<file path="src/rtl/vga_draw_pkg.sv">
// Shared definitions for the VGA drawing blocks: FSM encoding, draw modes
// and default screen geometry.
package vga_draw_pkg;

    typedef enum logic [1:0] {
        ST_IDLE = 2'b00,
        ST_RUN  = 2'b01,
        ST_FIN  = 2'b10
    } fill_state_e;

    localparam logic MODE_SOLID   = 1'b0;
    localparam logic MODE_OUTLINE = 1'b1;

    localparam int SCREEN_W_DEF = 160;
    localparam int SCREEN_H_DEF = 120;

    function automatic int max_int(input int a, input int b);
        return (a > b) ? a : b;
    endfunction

endpackage

</file>
<file path="src/rtl/raster_scan_counter.sv">
// Two-dimensional raster counter: cx sweeps 0..w-1, then wraps and bumps cy.
// last flags the final position (w-1, h-1).
module raster_scan_counter #(
    parameter int DIM_W = 8
) (
    input  logic             clk,
    input  logic             reset,
    input  logic             load,
    input  logic             en,
    input  logic [DIM_W-1:0] w,
    input  logic [DIM_W-1:0] h,
    output logic [DIM_W-1:0] cx,
    output logic [DIM_W-1:0] cy,
    output logic             last
);

    logic [DIM_W-1:0] cx_q, cx_d;
    logic [DIM_W-1:0] cy_q, cy_d;
    logic             x_end, y_end;

    assign x_end = (cx_q == (w - DIM_W'(1)));
    assign y_end = (cy_q == (h - DIM_W'(1)));

    // next position in raster order; load restarts at the origin
    always_comb begin
        cx_d = cx_q;
        cy_d = cy_q;
        if (load) begin
            cx_d = '0;
            cy_d = '0;
        end else if (en) begin
            if (x_end) begin
                cx_d = '0;
                if (y_end) begin
                    cy_d = '0;
                end else begin
                    cy_d = cy_q + DIM_W'(1);
                end
            end else begin
                cx_d = cx_q + DIM_W'(1);
                cy_d = cy_q;
            end
        end else begin
            cx_d = cx_q;
            cy_d = cy_q;
        end
    end

    // counter state
    always_ff @(posedge clk) begin
        if (reset) begin
            cx_q <= '0;
            cy_q <= '0;
        end else begin
            cx_q <= cx_d;
            cy_q <= cy_d;
        end
    end

    assign cx   = cx_q;
    assign cy   = cy_q;
    assign last = x_end & y_end;

endmodule

</file>
<file path="src/rtl/rect_fill_engine.sv">
// Rectangle painter: latches a rectangle on start and raster-scans it one
// position per cycle, emitting clipped solid or outline pixels.
module rect_fill_engine
    import vga_draw_pkg::*;
#(
    parameter int X_W      = 8,
    parameter int Y_W      = 7,
    parameter int COL_W    = 3,
    parameter int DIM_W    = 8,
    parameter int SCREEN_W = SCREEN_W_DEF,
    parameter int SCREEN_H = SCREEN_H_DEF
) (
    input  logic             clk,
    input  logic             reset,
    input  logic             start,
    input  logic [X_W-1:0]   x0,
    input  logic [Y_W-1:0]   y0,
    input  logic [DIM_W-1:0] rect_w,
    input  logic [DIM_W-1:0] rect_h,
    input  logic [COL_W-1:0] colour_in,
    input  logic             mode,
    input  logic             pause,
    output logic [X_W-1:0]   x,
    output logic [Y_W-1:0]   y,
    output logic [COL_W-1:0] colour,
    output logic             plot,
    output logic             busy,
    output logic             done
);

    // sums are wide enough that origin + offset can never wrap
    localparam int SX_W = max_int(X_W, DIM_W) + 1;
    localparam int SY_W = max_int(Y_W, DIM_W) + 1;
    localparam logic [SX_W-1:0] SCR_W_L = SX_W'(SCREEN_W);
    localparam logic [SY_W-1:0] SCR_H_L = SY_W'(SCREEN_H);

    fill_state_e      state_q;
    logic [X_W-1:0]   x0_q;
    logic [Y_W-1:0]   y0_q;
    logic [DIM_W-1:0] w_q;
    logic [DIM_W-1:0] h_q;
    logic             mode_q;
    logic [X_W-1:0]   x_q;
    logic [Y_W-1:0]   y_q;
    logic [COL_W-1:0] colour_q;
    logic             plot_q;
    logic             busy_q;
    logic             done_q;

    logic [DIM_W-1:0] cx, cy;
    logic             last;
    logic             start_ok;
    logic             size_zero;
    logic             scan_en;
    logic [SX_W-1:0]  sum_x;
    logic [SY_W-1:0]  sum_y;
    logic             in_screen;
    logic             on_border;
    logic             plot_d;

    assign start_ok  = (state_q == ST_IDLE) & start;
    assign size_zero = (rect_w == '0) | (rect_h == '0);
    assign scan_en   = (state_q == ST_RUN) & ~pause;

    raster_scan_counter #(
        .DIM_W (DIM_W)
    ) u_scan (
        .clk   (clk),
        .reset (reset),
        .load  (start_ok),
        .en    (scan_en),
        .w     (w_q),
        .h     (h_q),
        .cx    (cx),
        .cy    (cy),
        .last  (last)
    );

    assign sum_x = SX_W'(x0_q) + SX_W'(cx);
    assign sum_y = SY_W'(y0_q) + SY_W'(cy);

    // clip and outline qualification of the current scan position
    always_comb begin
        in_screen = 1'b0;
        on_border = 1'b0;
        plot_d    = 1'b0;
        in_screen = (sum_x < SCR_W_L) & (sum_y < SCR_H_L);
        on_border = (cx == '0) | (cx == (w_q - DIM_W'(1))) |
                    (cy == '0) | (cy == (h_q - DIM_W'(1)));
        if (in_screen && ((mode_q == MODE_SOLID) || on_border)) begin
            plot_d = 1'b1;
        end else begin
            plot_d = 1'b0;
        end
    end

    // control FSM, parameter latches and registered pixel outputs
    always_ff @(posedge clk) begin
        if (reset) begin
            state_q  <= ST_IDLE;
            x0_q     <= '0;
            y0_q     <= '0;
            w_q      <= '0;
            h_q      <= '0;
            mode_q   <= MODE_SOLID;
            x_q      <= '0;
            y_q      <= '0;
            colour_q <= '0;
            plot_q   <= 1'b0;
            busy_q   <= 1'b0;
            done_q   <= 1'b0;
        end else begin
            case (state_q)
                ST_IDLE: begin
                    plot_q <= 1'b0;
                    done_q <= 1'b0;
                    if (start) begin
                        x0_q     <= x0;
                        y0_q     <= y0;
                        w_q      <= rect_w;
                        h_q      <= rect_h;
                        mode_q   <= mode;
                        colour_q <= colour_in;
                        busy_q   <= 1'b1;
                        state_q  <= size_zero ? ST_FIN : ST_RUN;
                    end else begin
                        busy_q  <= 1'b0;
                        state_q <= ST_IDLE;
                    end
                end
                ST_RUN: begin
                    done_q <= 1'b0;
                    if (pause) begin
                        plot_q <= 1'b0;
                    end else begin
                        x_q    <= sum_x[X_W-1:0];
                        y_q    <= sum_y[Y_W-1:0];
                        plot_q <= plot_d;
                        if (last) begin
                            state_q <= ST_FIN;
                        end else begin
                            state_q <= ST_RUN;
                        end
                    end
                end
                ST_FIN: begin
                    plot_q  <= 1'b0;
                    done_q  <= 1'b1;
                    busy_q  <= 1'b0;
                    state_q <= ST_IDLE;
                end
                default: begin
                    plot_q  <= 1'b0;
                    done_q  <= 1'b0;
                    busy_q  <= 1'b0;
                    state_q <= ST_IDLE;
                end
            endcase
        end
    end

    assign x      = x_q;
    assign y      = y_q;
    assign colour = colour_q;
    assign plot   = plot_q;
    assign busy   = busy_q;
    assign done   = done_q;

endmodule
</file>
<file path="config.mk">
export PLATFORM = sky130hd
export DESIGN_NAME = rect_fill_engine
export DESIGN_NICKNAME = d
export VERILOG_FILES = /design/src/rtl/vga_draw_pkg.sv /design/src/rtl/raster_scan_counter.sv /design/src/rtl/rect_fill_engine.sv
export SDC_FILE = /design/constraint.sdc
export NUM_CORES = 1
export LEC_CHECK = 0
export CAP_MARGIN = 20
export CORE_AREA = 2 2 97 99
export DETAILED_ROUTE_END_ITERATION = 10
export DIE_AREA = 0 0 99 101
export GPL_TIMING_DRIVEN = 0
export PLACE_DENSITY_LB_ADDON = 0.2
export SYNTH_ARGS = -nofsm -noshare
export SYNTH_HDL_FRONTEND = slang
export SYNTH_SLANG_ARGS = --single-unit
</file>
<file path="constraint.sdc">
create_clock -name clk -period 7.9 [get_ports clk]
set_input_delay 1.975 -clock clk [delete_from_list [all_inputs] [get_ports clk]]
set_output_delay 1.975 -clock clk [all_outputs]
set_load 0.01 [all_outputs]
</file>
==> metrics.csv, run 1 <==
stage,metric,value,unit
worst_setup_path,rr_startpoint,w_q[0]$_SDFFE_PP0P_,
synth,synthFlopType,dfxtp_1,
sta,finalCritPeriodShare,49.4,%
sta,clock_skew,8.30,ps
min_path,hp-class,reg2reg,
clock_tree,root_buffer,clkbuf_8,
floorplanning,die_h,101,µm
worst_setup_path,r2r_end,u_scan.cy[2]$_SDFFE_PP0P_,
clock_tree,cts_tree,done,
worst_setup_path,r2r_slack,5140,ps
power_and_ir_drop,vdd_drop_max,0.0000933,V
floorplanning,rows,35,
floorplanning,start_util,44.0,%
cells_and_area,final_nets,634,
synth,yosys.area.top_type,dfxtp_1,
clock_tree,clock_latency,360,ps
place,post-dp-hpwl,7.68,mm
clock_tree,post_cts_buffers,0,
synth,synth_top_area_share,36.0,%
global_routing,grt_use_total,20.9,%
drt,first_pass_iters,4,
cells_and_area,finalNonFillerCells,688,
job,max-cap-violations,0,
worst_setup_path,critPathRequiredTime,8140,ps
drt,wl_per_cell,14.8,µm
cells_and_area,final_common_cell,nand2_1,
global_routing,grt_first_pass_wirelength,16.5,mm
sta,maxSlewHeadroom,56.4,%
place,gp_congestion,0.879,
sta,setup_violations,0,
sta,min_period,3900,ps
place,portBuffers,58,
synth,yosys-top-cells-area,"dfxtp_1 (36%), nand2_1 (11%), a21oi_1 (8.5%)",
worst_setup_path,crit_start,start,
drt,first_iter_violations,109,
synth,syn_area,3950,µm²
worst_setup_path,critPathMaxFanout,10,
synth,synth_edf_count,0,
worst_setup_path,cp.arrival,4140,ps
cells_and_area,area_growth,24.1,%
clock_tree,cts_max_level,3,
global_routing,antenna_found_initial,0,
synth,synthDistinctLibCells,54,
clock_tree,ctsHoldBuffers,0,
power_and_ir_drop,power_density,176,nW/µm²
clock_tree,clockBufferDepth,2,
sta,timing.fmax,256,MHz
sta,finalSetupTns,0,ps
clock_tree,cts_resized,0,
clock_tree,cts.sinks,71,
floorplanning,dieArea,10000,µm²
run_status,outcome,"finished, final reports clean",
floorplanning,core,8980,µm²
sta,rsz0062_at_grt,no,
worst_setup_path,end_kind,register,
worst_setup_path,critical_path_class,in2reg,
power_and_ir_drop,power.static_leakage,1.87,nW
synth,synth_warnings,0,
floorplanning,die_w,99,µm
drt,wl,10.2,mm
drt,avgViaCountPerCell,5.38,
synth,syn_nets,565,
worst_setup_path,endpoint,u_scan.cx[2]$_SDFFE_PP0P_,
cells_and_area,diodes,0,
synth,ys_seq_elements,71,
clock_tree,cts_buffers,9,
synth,avgSynthCellArea,7.85,µm²
drt,drc,0,
sta,hold_viol,0,
sta,tightest_slew,654,ps
sta,drv_slew,0,
global_routing,grt_max_degree,13,
synth,postSynthCellCount,503,
worst_setup_path,r2r.worst_path.cells,11,
global_routing,grt_pass1_vias,3500,
cells_and_area,final_cell_mix,"nand2_1 (115), dfxtp_1 (71), a21oi_1 (67)",
cells_and_area,drive_gt1_share,5.37,%
cells_and_area,finish.utilization,54.5,%
synth,async_flop_share,0,%
global_routing,overflow,0,
synth,yosysSeqAreaShare,36.0,%
sta,whs,454,ps
clock_tree,path_clk_slew,80,ps
floorplanning,pin_count,60,
drt,ant_nets,0,
drt,via_count,3698,
worst_setup_path,cp-start-kind,input pin,
place,dp_cells,672,
==> logic make-up (layout without fill, tap and decap cells) <==
| group | after synthesis | in the layout | synth area share [%] |
|---|---|---|---|
| and+or+nand+nor | 225 | 225 | 27.6 |
| AOI/OAI and AO/OA | 114 | 114 | 17.7 |
| DFF | 71 | 71 | 36.0 |
| buffers and inverters | 40 | 114 | 4.31 |
| xor gates and xnor gates | 30 | 30 | 6.66 |
| adders and majority gates | 23 | 23 | 7.67 |
==> sequential cells by signal (all words and copies together) (netlist names) <==
name and count:
u_scan.cy 8, y 7, x 8, plot 1, x0_q 8, h_q 8, colour 3, mode_q 1
w_q 8, done 1, state_q 2, y0_q 7, u_scan.cx 8, busy 1
==> cells in the mapped netlist (all sizes together), types with 3 or more instances <==
master	n
a211oi	5
a21oi	67
a221oi	3
a41oi	3
and3	5
buf	5
clkbuf	21
dfxtp	71
ha	21
inv	14
nand2	115
nand2b	7
nand3	11
nand3b	3
nand4	8
nor2	29
nor2b	4
nor3	8
nor3b	3
nor4	8
o21a	4
o21ai	14
or3	6
or4	5
or4b	6
xnor2	13
xor2	17
==> through the flow <==
stage	cell area, µm²	power (mW)	setup WS, ps
6_report	4900	0.861	4000
5_1_grt	4900	0.897	3800
4_1_cts	4900	0.864	4020
3_5_place_dp	4670	0.527	3650
3_3_place_gp	4670	0.523	3660
2_1_floorplan	3950	0.474	4560
==> worst min-delay path by stage <==
| stage | cells past startpoint | slack [ps] | to | from |
|---|---|---|---|---|
| 6_report | 2 | 450 | x[3]$_SDFFE_PP0P_ | x[3]$_SDFFE_PP0P_ |
| 2_1_floorplan | 2 | 440 | mode_q$_SDFFE_PP0P_ | mode_q$_SDFFE_PP0P_ |
| 3_3_place_gp | 2 | 440 | x[4]$_SDFFE_PP0P_ | x[4]$_SDFFE_PP0P_ |
| 3_5_place_dp | 2 | 450 | x[5]$_SDFFE_PP0P_ | x[5]$_SDFFE_PP0P_ |
| 5_1_grt | 2 | 480 | x[3]$_SDFFE_PP0P_ | x[3]$_SDFFE_PP0P_ |
| 4_1_cts | 2 | 460 | x[5]$_SDFFE_PP0P_ | x[5]$_SDFFE_PP0P_ |
==> worst max-delay path, stage by stage <==
cell,delay [ps]
clkdlybuf4s50_1,510
nand2_1,100
or2_2,270
clkbuf_1,230
nand2b_1,130
buf_1,340
nand2b_1,170
clkbuf_1,310
nor2_1,90
==> metal layers <==
| metal | vias up | global-route usage [%] | wire (µm) |
|---|---|---|---|
| met5 | - | 0 | 0 |
| met4 | 0 | 8.54 | 225 |
| met3 | 17 | 3.81 | 372 |
| met2 | 60 | 36.3 | 5020 |
| met1 | 1731 | 25.5 | 4550 |
| li1 | 1890 | - | - |
==> area by class of cell <==
type / instances / area (µm²)
Multi-Input combinational cell: 392 / 2350
Tap cell: 111 / 139
Inverter: 14 / 52.6
Clock inverter: 5 / 78.8
Buffer: 26 / 118
Fill cell: 860 / 4080
Clock buffer: 11 / 151
Timing Repair Buffer: 58 / 581
Sequential cell: 71 / 1420
==> report_power, final <==
part           total (mW)  internal, mW  switching [mW]  leakage [nW]
combinational       0.130        0.0600          0.0703          1.17
clock               0.343         0.195           0.147         0.120
sequential          0.389         0.373          0.0152         0.578
total               0.861         0.628           0.233          1.86
Note: power is estimated with default switching activity, not from simulation.
==> run 2: changes to the inputs <==
==> constraint.sdc (replaced) <==
create_clock -name clk -period 3.65 [get_ports clk]
set_input_delay 0.9125 -clock clk [delete_from_list [all_inputs] [get_ports clk]]
set_output_delay 0.9125 -clock clk [all_outputs]
set_load 0.01 [all_outputs]
==> results of run 2 <==
Same layout as run 1 (identical final DEF). Status: finished, final reports clean.
Among the figures that moved: setup slack after placement 3650 ps -> 465 ps; setup slack after layout 4000 ps -> 811 ps; register-to-register setup slack 5140 ps -> 890 ps; total power 0.861 mW -> 1.86 mW; worst IR drop on VDD 0.0000933 V -> 0.000202 V
==> run 3: changes to the inputs <==
==> constraint.sdc (replaced) <==
create_clock -name clk -period 2.55 [get_ports clk]
set_input_delay 0.6375 -clock clk [delete_from_list [all_inputs] [get_ports clk]]
set_output_delay 0.6375 -clock clk [all_outputs]
set_load 0.01 [all_outputs]
==> metrics.csv, run 3 (same netlist as run 1, synthesis figures left out) <==
stage,metric,value,unit
floorplanning,start_util,44.0,%
cells_and_area,final_nets,638,
cells_and_area,area_growth,26.1,%
place,dpl_cell_area,4670,µm²
clock_tree,cts_buffers,9,
global_routing,grt_use_total,21.1,%
drt,first_pass_iters,4,
sta,clock_skew,9.95,ps
worst_setup_path,critPathRequiredTime,2840,ps
worst_setup_path,crit_start,w_q[1]$_SDFFE_PP0P_,
clock_tree,cts_max_level,3,
cells_and_area,drive_gt1_share,7.92,%
drt,ant_nets,0,
worst_setup_path,end_kind,register,
sta,setup_violations,0,
drt,avgViaCountPerCell,5.38,
job,max-cap-violations,0,
sta,finalCritPeriodShare,94.8,%
worst_setup_path,cp.arrival,2710,ps
clock_tree,clockBufferDepth,2,
drt,wl,10.3,mm
global_routing,antenna_found_initial,0,
worst_setup_path,critPathMaxFanout,6,
clock_tree,ctsHoldBuffers,0,
sta,timing.fmax,413,MHz
drt,first_iter_violations,97,
cells_and_area,multi_input_area,2380,µm²
cells_and_area,final_cell_mix,"nand2_1 (115), dfxtp_1 (68), a21oi_1 (66)",
global_routing,overflow,0,
worst_setup_path,cpLargestDelayFamily,simple AND/OR/NAND/NOR gates,
power_and_ir_drop,power.static_leakage,1.90,nW
sta,tightest_slew,651,ps
run_status,outcome,"finished, final reports clean",
worst_setup_path,rr_startpoint,w_q[1]$_SDFFE_PP0P_,
floorplanning,die_h,101,µm
worst_setup_path,worstSetupPathDepth,10,
cells_and_area,diodes,0,
worst_setup_path,cp_slowest_stage_delay,470,ps
sta,maxSlewHeadroom,56.6,%
worst_setup_path,cp-start-kind,register,
place,gp_congestion,0.879,
clock_tree,clock_latency,360,ps
sta,drv_slew,0,
worst_setup_path,cpMaxStageDelayCell,or4b_4,
floorplanning,die_w,99,µm
worst_setup_path,r2r.worst_path.cells,10,
sta,rsz0062_at_grt,yes,
global_routing,grt_pass1_vias,3541,
worst_setup_path,path_cells,inv_1 > ha_4 > o21ba_1 > a221oi_2 > a41oi_1 > nor3_2 > nand3_2 > buf_6 > or4b_4 > a21oi_2,
power_and_ir_drop,total_power,2.68,mW
global_routing,grt_max_degree,13,
cells_and_area,seqCellArea,1430,µm²
worst_setup_path,critical_path_class,reg2reg,
power_and_ir_drop,power_density,538,nW/µm²
clock_tree,cts_tree,done,
cells_and_area,nFillCells,857,
drt,wl_per_cell,14.9,µm
floorplanning,rows,35,
cells_and_area,stdcell_area,4970,µm²
min_path,hold_depth,2,
clock_tree,cts.sinks,71,
cells_and_area,final_common_cell,nand2_1,
clock_tree,path_clk_slew,80,ps
place,post-dp-hpwl,7.68,mm
power_and_ir_drop,vdd_drop_max,0.000288,V
floorplanning,dieArea,10000,µm²
floorplanning,core,8980,µm²
global_routing,grt_first_pass_wirelength,16.7,mm
drt,via_count,3725,
min_path,hp-start,x[3]$_SDFFE_PP0P_,
sta,min_period,2420,ps
drt,drc,0,
floorplanning,pin_count,60,
min_path,hp-class,reg2reg,
clock_tree,root_buffer,clkbuf_8,
worst_setup_path,critical_path_buf_inv_count,2,
sta,whs,454,ps
place,portBuffers,58,
sta,hold_viol,0,
run 3: cell types whose count changed in the layout (fill, tap and decap cells not counted), moves of 2 or more:
cell / delta
buf_4: +7
dfxtp_4: +2
dfxtp_1: -3
clkbuf_1: -2
run 3: cell type report:
type / instances / area share (%)
Tap cell: 111 / 2.79
Clock buffer: 11 / 3.04
Buffer: 23 / 2.14
Multi-Input combinational cell: 392 / 47.9
Clock inverter: 5 / 1.58
Inverter: 14 / 1.06
Sequential cell: 71 / 28.7
Timing Repair Buffer: 65 / 12.7
run 3: per-layer routing:
| metal | track usage (%) | wire, µm | vias up |
|---|---|---|---|
| li1 | - | - | 1900 |
| met1 | 25.7 | 4660 | 1765 |
| met2 | 36.7 | 5140 | 43 |
| met3 | 3.81 | 295 | 17 |
| met4 | 8.54 | 228 | 0 |
| met5 | 0 | 0 | - |
run 3: per-stage QoR:
step / worst slack, ps / utilization [%] / TNS [ps] / instances
final: 131 / 55.4 / 0 / 692
after CTS: 2.73 / 54.8 / 0 / 690
after global routing: -18.5 / 55.4 / -33.8 / 692
after detailed placement: -360 / 52.0 / -6700 / 672
after global placement: -352 / 52.0 / -6100 / 672
after floorplan: 73.2 / - / 0 / 503
run 3: power breakdown:
part           internal, mW  switching [mW]  total [mW]
registers              1.16          0.0453        1.20
logic                 0.193           0.224       0.417
clock network         0.605           0.455        1.06
total                  1.95           0.723        2.68
run 3: worst paths after layout:
kind,endpoint,slack (ps)
worst max-delay path,u_scan.cy[2]$_SDFFE_PP0P_,130
worst min-delay path,x[3]$_SDFFE_PP0P_,450
worst max register to register,u_scan.cy[2]$_SDFFE_PP0P_,130
worst min register to register,x[3]$_SDFFE_PP0P_,450
run 3: tightest hold or removal path, stage by stage (launching register included):
cell and delay [ps]:
dfxtp_1 310, nand2_1 50, a21oi_1 50
run 3: repair_timing:
action | CTS | global route
endpoints found under the setup margin | 9 | 27
pin swaps | 2 | 4
resized for setup | 5 | 8
setup buffers | 3 | 4
